### config.mk
export PLATFORM = sky130hd
export DESIGN_NAME = uart_prog_loader
export DESIGN_NICKNAME = d
export VERILOG_FILES = /design/src/rtl/uart_prog_loader.sv
export SDC_FILE = /design/constraint.sdc
export NUM_CORES = 1
export LEC_CHECK = 0
export CORE_ASPECT_RATIO = 1.1
export CORE_MARGIN = 1
export CORE_UTILIZATION = 50
export DETAILED_ROUTE_END_ITERATION = 10
export PLACE_DENSITY = 0.77
export SYNTH_ARGS = -nofsm -noshare
export SYNTH_HDL_FRONTEND = slang
export SYNTH_SLANG_ARGS = --single-unit
### constraint.sdc
create_clock -name clk -period 6.5 [get_ports clk]
set_input_delay 0.65 -clock clk [delete_from_list [all_inputs] [get_ports clk]]
set_output_delay 0.65 -clock clk [all_outputs]
set_load 0.02 [all_outputs]
### src/rtl/uart_prog_loader.sv
// Boot loader: receives a length-prefixed program image over 8N1 UART and writes
// little-endian 32-bit words into instruction BRAM, holding the core until done.
module uart_prog_loader #(
  parameter int CLKS_PER_BIT = 868,
  parameter int ADDR_WIDTH   = 12
) (
  input  logic                  clk,
  input  logic                  rst,
  input  logic                  uart_rx,
  output logic                  mem_we,
  output logic [ADDR_WIDTH-1:0] mem_addr,
  output logic [31:0]           mem_wdata,
  output logic                  core_hold,
  output logic                  load_done,
  output logic                  load_error
);

  localparam int CNT_W = $clog2(CLKS_PER_BIT);
  localparam int IDX_W = ADDR_WIDTH + 1;
  localparam logic [CNT_W-1:0] HALF_LAST = CNT_W'(CLKS_PER_BIT / 2 - 1);
  localparam logic [CNT_W-1:0] BIT_LAST  = CNT_W'(CLKS_PER_BIT - 1);
  localparam logic [31:0]      MAX_WORDS = 32'd1 << ADDR_WIDTH;

  typedef enum logic [1:0] {RX_IDLE, RX_START, RX_DATA, RX_STOP} rx_state_e;
  typedef enum logic [2:0] {LEN_LO, LEN_HI, DATA, DONE, ERROR} ld_state_e;

  rx_state_e        rx_state_q, rx_state_d;
  logic             rx_meta_q, rx_sync_q;
  logic [CNT_W-1:0] clk_cnt_q, clk_cnt_d;
  logic [2:0]       bit_cnt_q, bit_cnt_d;
  logic [7:0]       shift_q, shift_d;
  logic             byte_valid_q, byte_valid_d;
  logic             frame_err_q, frame_err_d;

  ld_state_e        ld_state_q, ld_state_d;
  logic [15:0]      len_q, len_d, len_new;
  logic [IDX_W-1:0] idx_q, idx_d;
  logic [1:0]       byte_cnt_q, byte_cnt_d;
  logic [31:0]      word_q, word_d;
  logic                  mem_we_q, mem_we_d;
  logic [ADDR_WIDTH-1:0] mem_addr_q, mem_addr_d;
  logic [31:0]           mem_wdata_q, mem_wdata_d;
  logic                  core_hold_q, core_hold_d;
  logic                  load_done_q, load_done_d;
  logic                  load_error_q, load_error_d;

  // Receiver: half-bit wait re-checks the start bit, then one sample per bit period.
  always_comb begin
    // NOTE: every always_comb output gets a default first so no path leaves it unassigned (no latch).
    rx_state_d   = rx_state_q;
    clk_cnt_d    = clk_cnt_q + CNT_W'(1);
    bit_cnt_d    = bit_cnt_q;
    shift_d      = shift_q;
    byte_valid_d = 1'b0;
    frame_err_d  = 1'b0;
    case (rx_state_q)
      RX_IDLE: begin
        clk_cnt_d = '0;
        if (!rx_sync_q) rx_state_d = RX_START;
      end
      RX_START: if (clk_cnt_q == HALF_LAST) begin
        clk_cnt_d  = '0;
        bit_cnt_d  = '0;
        rx_state_d = rx_sync_q ? RX_IDLE : RX_DATA;
      end
      RX_DATA: if (clk_cnt_q == BIT_LAST) begin
        clk_cnt_d = '0;
        shift_d   = {rx_sync_q, shift_q[7:1]};
        if (bit_cnt_q == 3'd7) rx_state_d = RX_STOP;
        else                   bit_cnt_d  = bit_cnt_q + 3'd1;
      end
      RX_STOP: if (clk_cnt_q == BIT_LAST) begin
        clk_cnt_d    = '0;
        rx_state_d   = RX_IDLE;
        byte_valid_d = rx_sync_q;
        frame_err_d  = !rx_sync_q;
      end
      default: rx_state_d = RX_IDLE;
    endcase
  end

  assign len_new = {shift_q, len_q[7:0]};

  always_comb begin
    ld_state_d  = ld_state_q;
    len_d       = len_q;
    idx_d       = idx_q;
    byte_cnt_d  = byte_cnt_q;
    word_d      = word_q;
    mem_we_d    = 1'b0;
    mem_addr_d  = mem_addr_q;
    mem_wdata_d = mem_wdata_q;
    case (ld_state_q)
      LEN_LO: begin
        if (frame_err_q) ld_state_d = ERROR;
        else if (byte_valid_q) begin
          len_d[7:0] = shift_q;
          ld_state_d = LEN_HI;
        end
      end
      LEN_HI: begin
        if (frame_err_q) ld_state_d = ERROR;
        else if (byte_valid_q) begin
          len_d = len_new;
          if (len_new == 16'd0)                ld_state_d = DONE;
          else if (32'(len_new) > MAX_WORDS)   ld_state_d = ERROR;
          else                                 ld_state_d = DATA;
        end
      end
      DATA: begin
        if (frame_err_q) ld_state_d = ERROR;
        else if (byte_valid_q) begin
          word_d[{byte_cnt_q, 3'b000} +: 8] = shift_q;
          byte_cnt_d = byte_cnt_q + 2'd1;
          // Fourth byte completes the word: write it and advance the index together.
          if (byte_cnt_q == 2'd3) begin
            mem_we_d    = 1'b1;
            mem_wdata_d = {shift_q, word_q[23:0]};
            mem_addr_d  = idx_q[ADDR_WIDTH-1:0];
            idx_d       = idx_q + IDX_W'(1);
            if (32'(idx_q) + 32'd1 == 32'(len_q)) ld_state_d = DONE;
          end
        end
      end
      default: ;
    endcase
    core_hold_d  = (ld_state_q != DONE);
    load_done_d  = (ld_state_q == DONE);
    load_error_d = (ld_state_q == ERROR);
  end

  always_ff @(posedge clk) begin
    // NOTE: state registers use non-blocking (<=) so every flop samples pre-edge values.
    if (!rst) begin
      rx_meta_q    <= 1'b1;
      rx_sync_q    <= 1'b1;
      rx_state_q   <= RX_IDLE;
      clk_cnt_q    <= '0;
      bit_cnt_q    <= '0;
      shift_q      <= '0;
      byte_valid_q <= 1'b0;
      frame_err_q  <= 1'b0;
      ld_state_q   <= LEN_LO;
      len_q        <= '0;
      idx_q        <= '0;
      byte_cnt_q   <= '0;
      word_q       <= '0;
      mem_we_q     <= 1'b0;
      mem_addr_q   <= '0;
      mem_wdata_q  <= '0;
      core_hold_q  <= 1'b1;
      load_done_q  <= 1'b0;
      load_error_q <= 1'b0;
    end else begin
      rx_meta_q    <= uart_rx;
      rx_sync_q    <= rx_meta_q;
      rx_state_q   <= rx_state_d;
      clk_cnt_q    <= clk_cnt_d;
      bit_cnt_q    <= bit_cnt_d;
      shift_q      <= shift_d;
      byte_valid_q <= byte_valid_d;
      frame_err_q  <= frame_err_d;
      ld_state_q   <= ld_state_d;
      len_q        <= len_d;
      idx_q        <= idx_d;
      byte_cnt_q   <= byte_cnt_d;
      word_q       <= word_d;
      mem_we_q     <= mem_we_d;
      mem_addr_q   <= mem_addr_d;
      mem_wdata_q  <= mem_wdata_d;
      core_hold_q  <= core_hold_d;
      load_done_q  <= load_done_d;
      load_error_q <= load_error_d;
    end
  end

  assign mem_we     = mem_we_q;
  assign mem_addr   = mem_addr_q;
  assign mem_wdata  = mem_wdata_q;
  assign core_hold  = core_hold_q;
  assign load_done  = load_done_q;
  assign load_error = load_error_q;

endmodule

# Yosys cells after proc, flatten, opt, wreduce, memory -nomap -nowiden
# Cells that the tools add are included.
# word_totals
inputBits,3
wordCells,106
output_inout_bits,48
ff_bits,141
# op_classes
bitwise,5
n_mux,31
add_sub_neg,6
shift,2
n_reduce_logical,17
n_lt_le_gt_ge,1
eq_ne,24
# op_table
cell,n
2-to-1 mux 3 bit,13
bitwise mux 32 bit,1
variable shift 8 x 7 -> 32 bit (first input constant),1
variable part select 8 x 7 -> 32 bit,1
case mux 10 bit (3 select lines),1
2-to-1 mux 8 bit,3
2-to-1 mux 10 bit,2
== test 14 x 16 -> 1 bit,1
> comparator 16 x 13 -> 1 bit (second input constant),1
zero test 16 bit,1
case mux 8 bit (2 select lines),1
!= test 3 bit (second input constant),5
adder 13 x 1 -> 14 bit (second input constant),1
adder 13 x 1 -> 13 bit (second input constant),1
2-to-1 mux 2 bit,6
!= test 2 bit (second input constant),6
AND reduction 4 bit,3
adder 10 x 1 -> 10 bit (second input constant),1
== test 10 bit (second input constant),1
== test 10 x 9 -> 1 bit (second input constant),1
case mux 3 bit (3 select lines),1
AND reduction 3 bit,3
case mux 2 bit (4 select lines),1
negator 5 -> 7 bit,1
21 further kinds,29

# Logic depth before layout (Yosys ltp)
# Gate-level depths: netlist of run 1.
# logic_depth
word_depth,7
depth_mapped,9
mapped_depth_nobuf,8

# Least setup slack after synthesis of run 1
# Ideal clock, no wire load.
# synth_timing
path_kind,register to register
from,register idx_q[0]
to,register ld_state_q[0]
setup_slack_ps,4355
synth_period_minus_slack_ps,2145
required_ps,6427
path_stages_with_launch,10
setup_time_ps,73
t_arrival_ps,2071
path_buffers,1
cell_sequence,dfxtp_1 -> ha_1 -> buf_4 -> and4_2 -> nand3_4 -> and2_4 -> or4_1 -> a32oi_1 -> nand4_1 -> o211ai_2
# synth_via
elab_chain_cells,4
# synth_rtl
element,line,rtl
"start, declared",37,"logic [IDX_W-1:0] idx_q, idx_d;"
"start signal, assigned",165,idx_q <= idx_d;
adder 13 x 1 -> 14 bit,121,if (32'(idx_q) + 32'd1 == 32'(len_q)) ld_state_d = DONE;
== test 14 x 16 -> 1 bit,121,
!= test 3 bit (no line),-,
AND reduction 6 bit (no line),-,
"end signal, assigned",163,ld_state_q <= ld_state_d;
"end, declared",35,"ld_state_e ld_state_q, ld_state_d;"
# No other way between the ends.
# A chain may end at the register's enable or synchronous reset.

# Worst setup path in the final report of run 1
# layout_timing
from,register ld_state_q[2]
to,register idx_q[12]
# layout_via
elab_chain_cells,2
# layout_rtl
element,line,rtl
== test 3 x 2 -> 1 bit,93,case (ld_state_q)
AND reduction 4 bit (no line),-,
# No other way between the ends.

==> flow_summary.ini, run 1 <==
[critical_path]
cp-startpoint = ld_state_q[2]$_SDFFE_PN0P_
reg2reg_from = ld_state_q[2]$_SDFFE_PN0P_
arrival_ns = 3.24
path_max_fanout = 53
critPathLaunchType = flop
critPathRequiredTime_ns = 6.80
crit_type = reg2reg
end_kind = flop

[power]
combPwrFrac = 0.011
p_int_mw = 1.50
seqPwrFrac = 0.439
p_leak_nw = 2.40
power.density_nw_per_um2 = 266
switching_share = 0.193
p_clk_frac = 0.550
p_switching_mw = 0.360
totalPowerFinal_mw = 1.86
ir_drop_v = 0.000181

[timing]
fin_crit_sh = 0.452
rsz0062_at_grt = no
hold_slack_ns = 0.409
finClkSkew_ns = 0.0123
fmax_mhz = 341
relSlewSlack = 0.267
final-setup-viol-count = 0
fin_crit_ns = 2.93
slew_violations = 0
setup_ws_ns = 3.57
finalSetupTns_ns = 0
hold_viol_final = 0
worst_pin_slew_ns = 1.10

[cts]
htreeDepth = 4
cts_hold_buf = 0
root_buffer = clkbuf_16
insertion_delay_ns = 0.42
post-cts-setup-buffers = 0
path_clk_slew_ns = 0.06
cts_max_path_buffers = 2
ctsResizeCount = 0
cts.sinks = 133
cts_inserted_buffers = 17
tritoncts = yes

[yosys]
yosys-top-cells-count = nand2_1, dfxtp_1, a21boi_0, nand3_1, nor2b_1
syn-cell-area_um2 = 5880
synthCells = 671
ys_ff_latch = 133
synth.most_common_cell = nand2_1
ys_seq_area_frac = 0.453
syn-num-nets = 684
yosysWarnings = 0
ys_top_cells_by_area = dfxtp_1, a21boi_0, nand2_1
synth_top_area_frac = 0.453
synth_cell_type_count = 52
synth_edf_count = 0
avgSynthCellArea_um2 = 8.77
synth.largest_area_cell = dfxtp_1
synth_top_flop_cell = dfxtp_1
async_reset_ff_frac = 0

[hold_path]
hold_path.class = reg2reg
hp-start = rx_meta_q$_SDFF_PN1_

[floorplan]
rows = 41
core_area_um2 = 11400
die_y_um = 116
ios = 51
die_w_um = 105
start_util = 0.514
die_area_um2 = 12200

[final_layout]
area_growth_pct = 18.9
final_util = 0.611
final_area_um2 = 6990
antenna_cells = 0
final_cells = 855
num-nets-final = 705
final_layout_size_suffix_gt1_frac = 0.0596
fillCellCount = 918

[place]
place_inst = 823
dp_hpwl_um = 7790
place.gp.congestion = 0.904
io_buffers = 50
placed_area_um2 = 6350
place_ws_ns = 3.64

[run_status]
status = completed

[detailed_routing]
vias_per_cell = 5.34
num_vias = 4569
routed_wl_um = 12200
drt_pass1_iterations = 5
drc = 0
drtAntennaViolNets = 0
first_iter_violations = 309
wire_per_inst_um = 14.2

[global_route]
overflow = 0
grt_pass1_vias = 4289
grt_max_degree = 123
grtUsageTotal = 0.206
grt_pass1_wl_um = 19800
antenna_found_initial = 0

[job]
max_cap_viol_count = 0
power groups by stage:
stage               sequential (mW)  combinational, mW  clock [mW]
detailed placement            0.835             0.0205           0
global route                  0.817             0.0223        1.07
global placement              0.835             0.0200           0
CTS                           0.818             0.0205        1.04
floorplan                     0.835             0.0167           0
finish                        0.818             0.0206        1.02
worst max-delay path, cell delays in order, from the launching register on:
cell,delay [ns]
dfxtp_1,0.41
nor4b_4,0.44
nand3_2,0.89
nor3_1,0.61
nand3_1,0.16
xnor2_1,0.15
and2_1,0.15
state kept, by name, summed over array words and instances (netlist names), 2 cells and up, named ones only:
signal      count
bit_cnt_q       3
byte_cnt_q      2
clk_cnt_q      10
idx_q          13
ld_state_q      3
len_q          16
mem_addr       12
mem_wdata      32
shift_q         8
word_q         24
cell usage in the layout, fill, tap and decap left out, types with 4 or more instances in the layout:
cell type / count
bufinv_16: 4
and2_1: 12
dfxtp_1: 133
nand3_1: 38
nor2_1: 32
nor4_1: 5
nand4_1: 8
nor2b_1: 34
nand2_1: 136
nand2b_1: 6
and3_1: 6
xnor2_1: 19
nor3b_1: 6
xor2_1: 14
inv_1: 9
nor3_1: 10
clkdlybuf4s50_1: 49
a22oi_1: 4
ha_1: 10
a21boi_0: 70
mux2i_1: 25
clkbuf_16: 17
o21ai_0: 8
cell families (layout without fill, tap and decap cells):
logic type,after synthesis,count (layout),synth area share
AOI/OAI and AO/OA,100,100,0.126
xor gates and xnor gates,33,33,0.0491
adders and majority gates,10,10,0.0213
buffers and inverters,59,93,0.0453
DFF,133,133,0.453
muxes,25,25,0.0425
and+or+nand+nor,311,311,0.263
layout make-up:
type                    count  area [µm²]  area share
multi-input cells         479        2960       0.423
repair buffers             52         510      0.0730
clock buffers              22         474      0.0678
flip-flops and latches    133        2660       0.381
well taps                 150         188      0.0268
clock inverters            10         168      0.0240
inverters                   9        33.8     0.00483
per-layer routing:
metal | global-route usage | wire (µm) | vias up
li1 | - | - | 2299
met1 | 0.234 | 5310 | 2129
met2 | 0.368 | 6150 | 114
met3 | 0.0472 | 476 | 27
met4 | 0.0986 | 235 | 0
met5 | 0 | 0 | -
path summary, 6_finish.rpt:
kind | to | cells after the start | slack (ns)
setup reg to reg | idx_q[12]$_SDFFE_PN0P_ | 6 | 3.57
hold reg to reg | rx_sync_q$_SDFF_PN1_ | 1 | 0.41
hold / removal | rx_sync_q$_SDFF_PN1_ | 1 | 0.41
setup / recovery | idx_q[12]$_SDFFE_PN0P_ | 6 | 3.57
Power figures use the tool's default switching activity.
==> run 2, diff against run 1 <==
clock period = 2.9 ns   (was 6.5 ns; I/O delays follow)
==> run 2 against run 1 <==
Against the previous run:
- design area shrank 0.27%
- non-clock buffer count grew 7
- global-route usage grew 0.85 points
- combinational power rose by 130%
- clock skew down 0.0032 ns
- highest routed layer unchanged
- maximum frequency is 22% higher
- critical path depth increased by 2
- routed wire length is 3.8% higher
==> flow_summary.ini, run 2 (synthesized netlist as in run 1, its figures left out) <==
[run_status]
status = completed

[floorplan]
die_y_um = 116
rows = 41
start_util = 0.514
core_area_um2 = 11400
ios = 51
die_w_um = 105
die_area_um2 = 12200

[final_layout]
largest_reg_flops = 32
antenna_cells = 0
fillCellCount = 951
layout_commonest_cell = nand2_1
area_growth_pct = 18.6
final_layout_size_suffix_gt1_frac = 0.0660
final_cell_mix = nand2_1, dfxtp_1, a21boi_0
num-nets-final = 712
final_area_um2 = 6980

[timing]
worst_pin_slew_ns = 0.888
relSlewSlack = 0.407
slew_violations = 0
fmax_mhz = 415
fin_crit_ns = 2.41
hold_viol_final = 0
finalSetupTns_ns = 0
final-setup-viol-count = 0
finClkSkew_ns = 0.00908
fin_crit_sh = 0.830
hold_slack_ns = 0.398
rsz0062_at_grt = no

[detailed_routing]
num_vias = 4683
wire_per_inst_um = 14.6
routed_wl_um = 12600
vias_per_cell = 5.43
drc = 0
first_iter_violations = 242
drt_pass1_iterations = 5
drtAntennaViolNets = 0

[critical_path]
crit_type = reg2reg
arrival_ns = 2.75
end_kind = flop
critPathLaunchType = flop
path_max_fanout = 8
critPathRequiredTime_ns = 3.24

[global_route]
antenna_found_initial = 0
grt_pass1_vias = 4300
overflow = 0
grt_pass1_wl_um = 20700
grt_max_degree = 50
grtUsageTotal = 0.215

[cts]
cts.sinks = 133
cts_inserted_buffers = 17
cts_max_path_buffers = 2
ctsResizeCount = 0
cts_hold_buf = 0
htreeDepth = 4
path_clk_slew_ns = 0.06
root_buffer = clkbuf_16
insertion_delay_ns = 0.41
tritoncts = yes
post-cts-setup-buffers = 0

[place]
dp_hpwl_um = 8210
placed_area_um2 = 6400
place.gp.congestion = 0.869
io_buffers = 50

[job]
max_cap_viol_count = 0

[hold_path]
hold_path.class = in2reg

[power]
power.density_nw_per_um2 = 565
ir_drop_v = 0.000326
p_leak_nw = 2.40
## run 2: cell count changes in the layout (fill, tap and decap cells not counted), sizes merged
cell,delta
buf,+7
bufinv,-2
clkinvlp,+2
inv,-2
clkbuf,+1
clkinv,+1
## run 2: layout make-up
class	instances	area (µm²)	share of cell area
Timing Repair Buffer	59	563	0.0807
Clock buffer	23	468	0.0671
Inverter	9	33.8	0.00484
Tap cell	150	188	0.0269
Multi-Input combinational cell	479	2960	0.424
Sequential cell	133	2660	0.382
Clock inverter	9	103	0.0147
## run 2: layer usage
| metal | up-vias | global-route usage | share of wire |
|---|---|---|---|
| met2 | 110 | 0.385 | 0.51 |
| met4 | 0 | 0.0817 | 0.018 |
| li1 | 2307 | - | - |
| met3 | 30 | 0.0495 | 0.039 |
| met1 | 2236 | 0.250 | 0.44 |
| met5 | - | 0 | 0 |
## run 2: final timing paths
path                    startpoint                         end  slack (ns)  cells after the start
min reg2reg   rx_meta_q$_SDFF_PN1_        rx_sync_q$_SDFF_PN1_        0.41                      1
max reg2reg  idx_q[0]$_SDFFE_PN0P_  ld_state_q[0]$_SDFFE_PN0P_        0.49                      8
min                            rst        rx_sync_q$_SDFF_PN1_        0.40                      2
max          idx_q[0]$_SDFFE_PN0P_  ld_state_q[0]$_SDFFE_PN0P_        0.49                      8
## run 2: worst max-delay path, cell delays in order (launching register included)
cell	delay (ns)
dfxtp_1	0.44
ha_1	0.34
and4_2	0.35
nand3_4	0.09
and2_4	0.18
or4_1	0.50
a32oi_1	0.21
nand4_1	0.14
o211ai_2	0.08
## run 2: power breakdown
group	leakage, nW	total, mW	internal, mW	switching [mW]
sequential	1.07	1.83	1.83	0.00241
clock	0.273	2.06	1.30	0.758
combinational	1.05	0.0478	0.0237	0.0242
total	2.40	3.94	3.16	0.784
## run 2: through the flow
| stage | total power [mW] | cells | util | setup WS (ns) |
|---|---|---|---|---|
| 5_1_grt | 4.05 | 862 | 0.610 | 0.337 |
| 4_1_cts | 3.96 | 862 | 0.610 | 0.503 |
| 2_1_floorplan | 1.91 | 671 | - | 0.755 |
| 3_3_place_gp | 1.92 | 830 | 0.560 | 0.581 |
| 3_5_place_dp | 1.92 | 830 | 0.560 | 0.524 |
| 6_report | 3.94 | 862 | 0.610 | 0.493 |
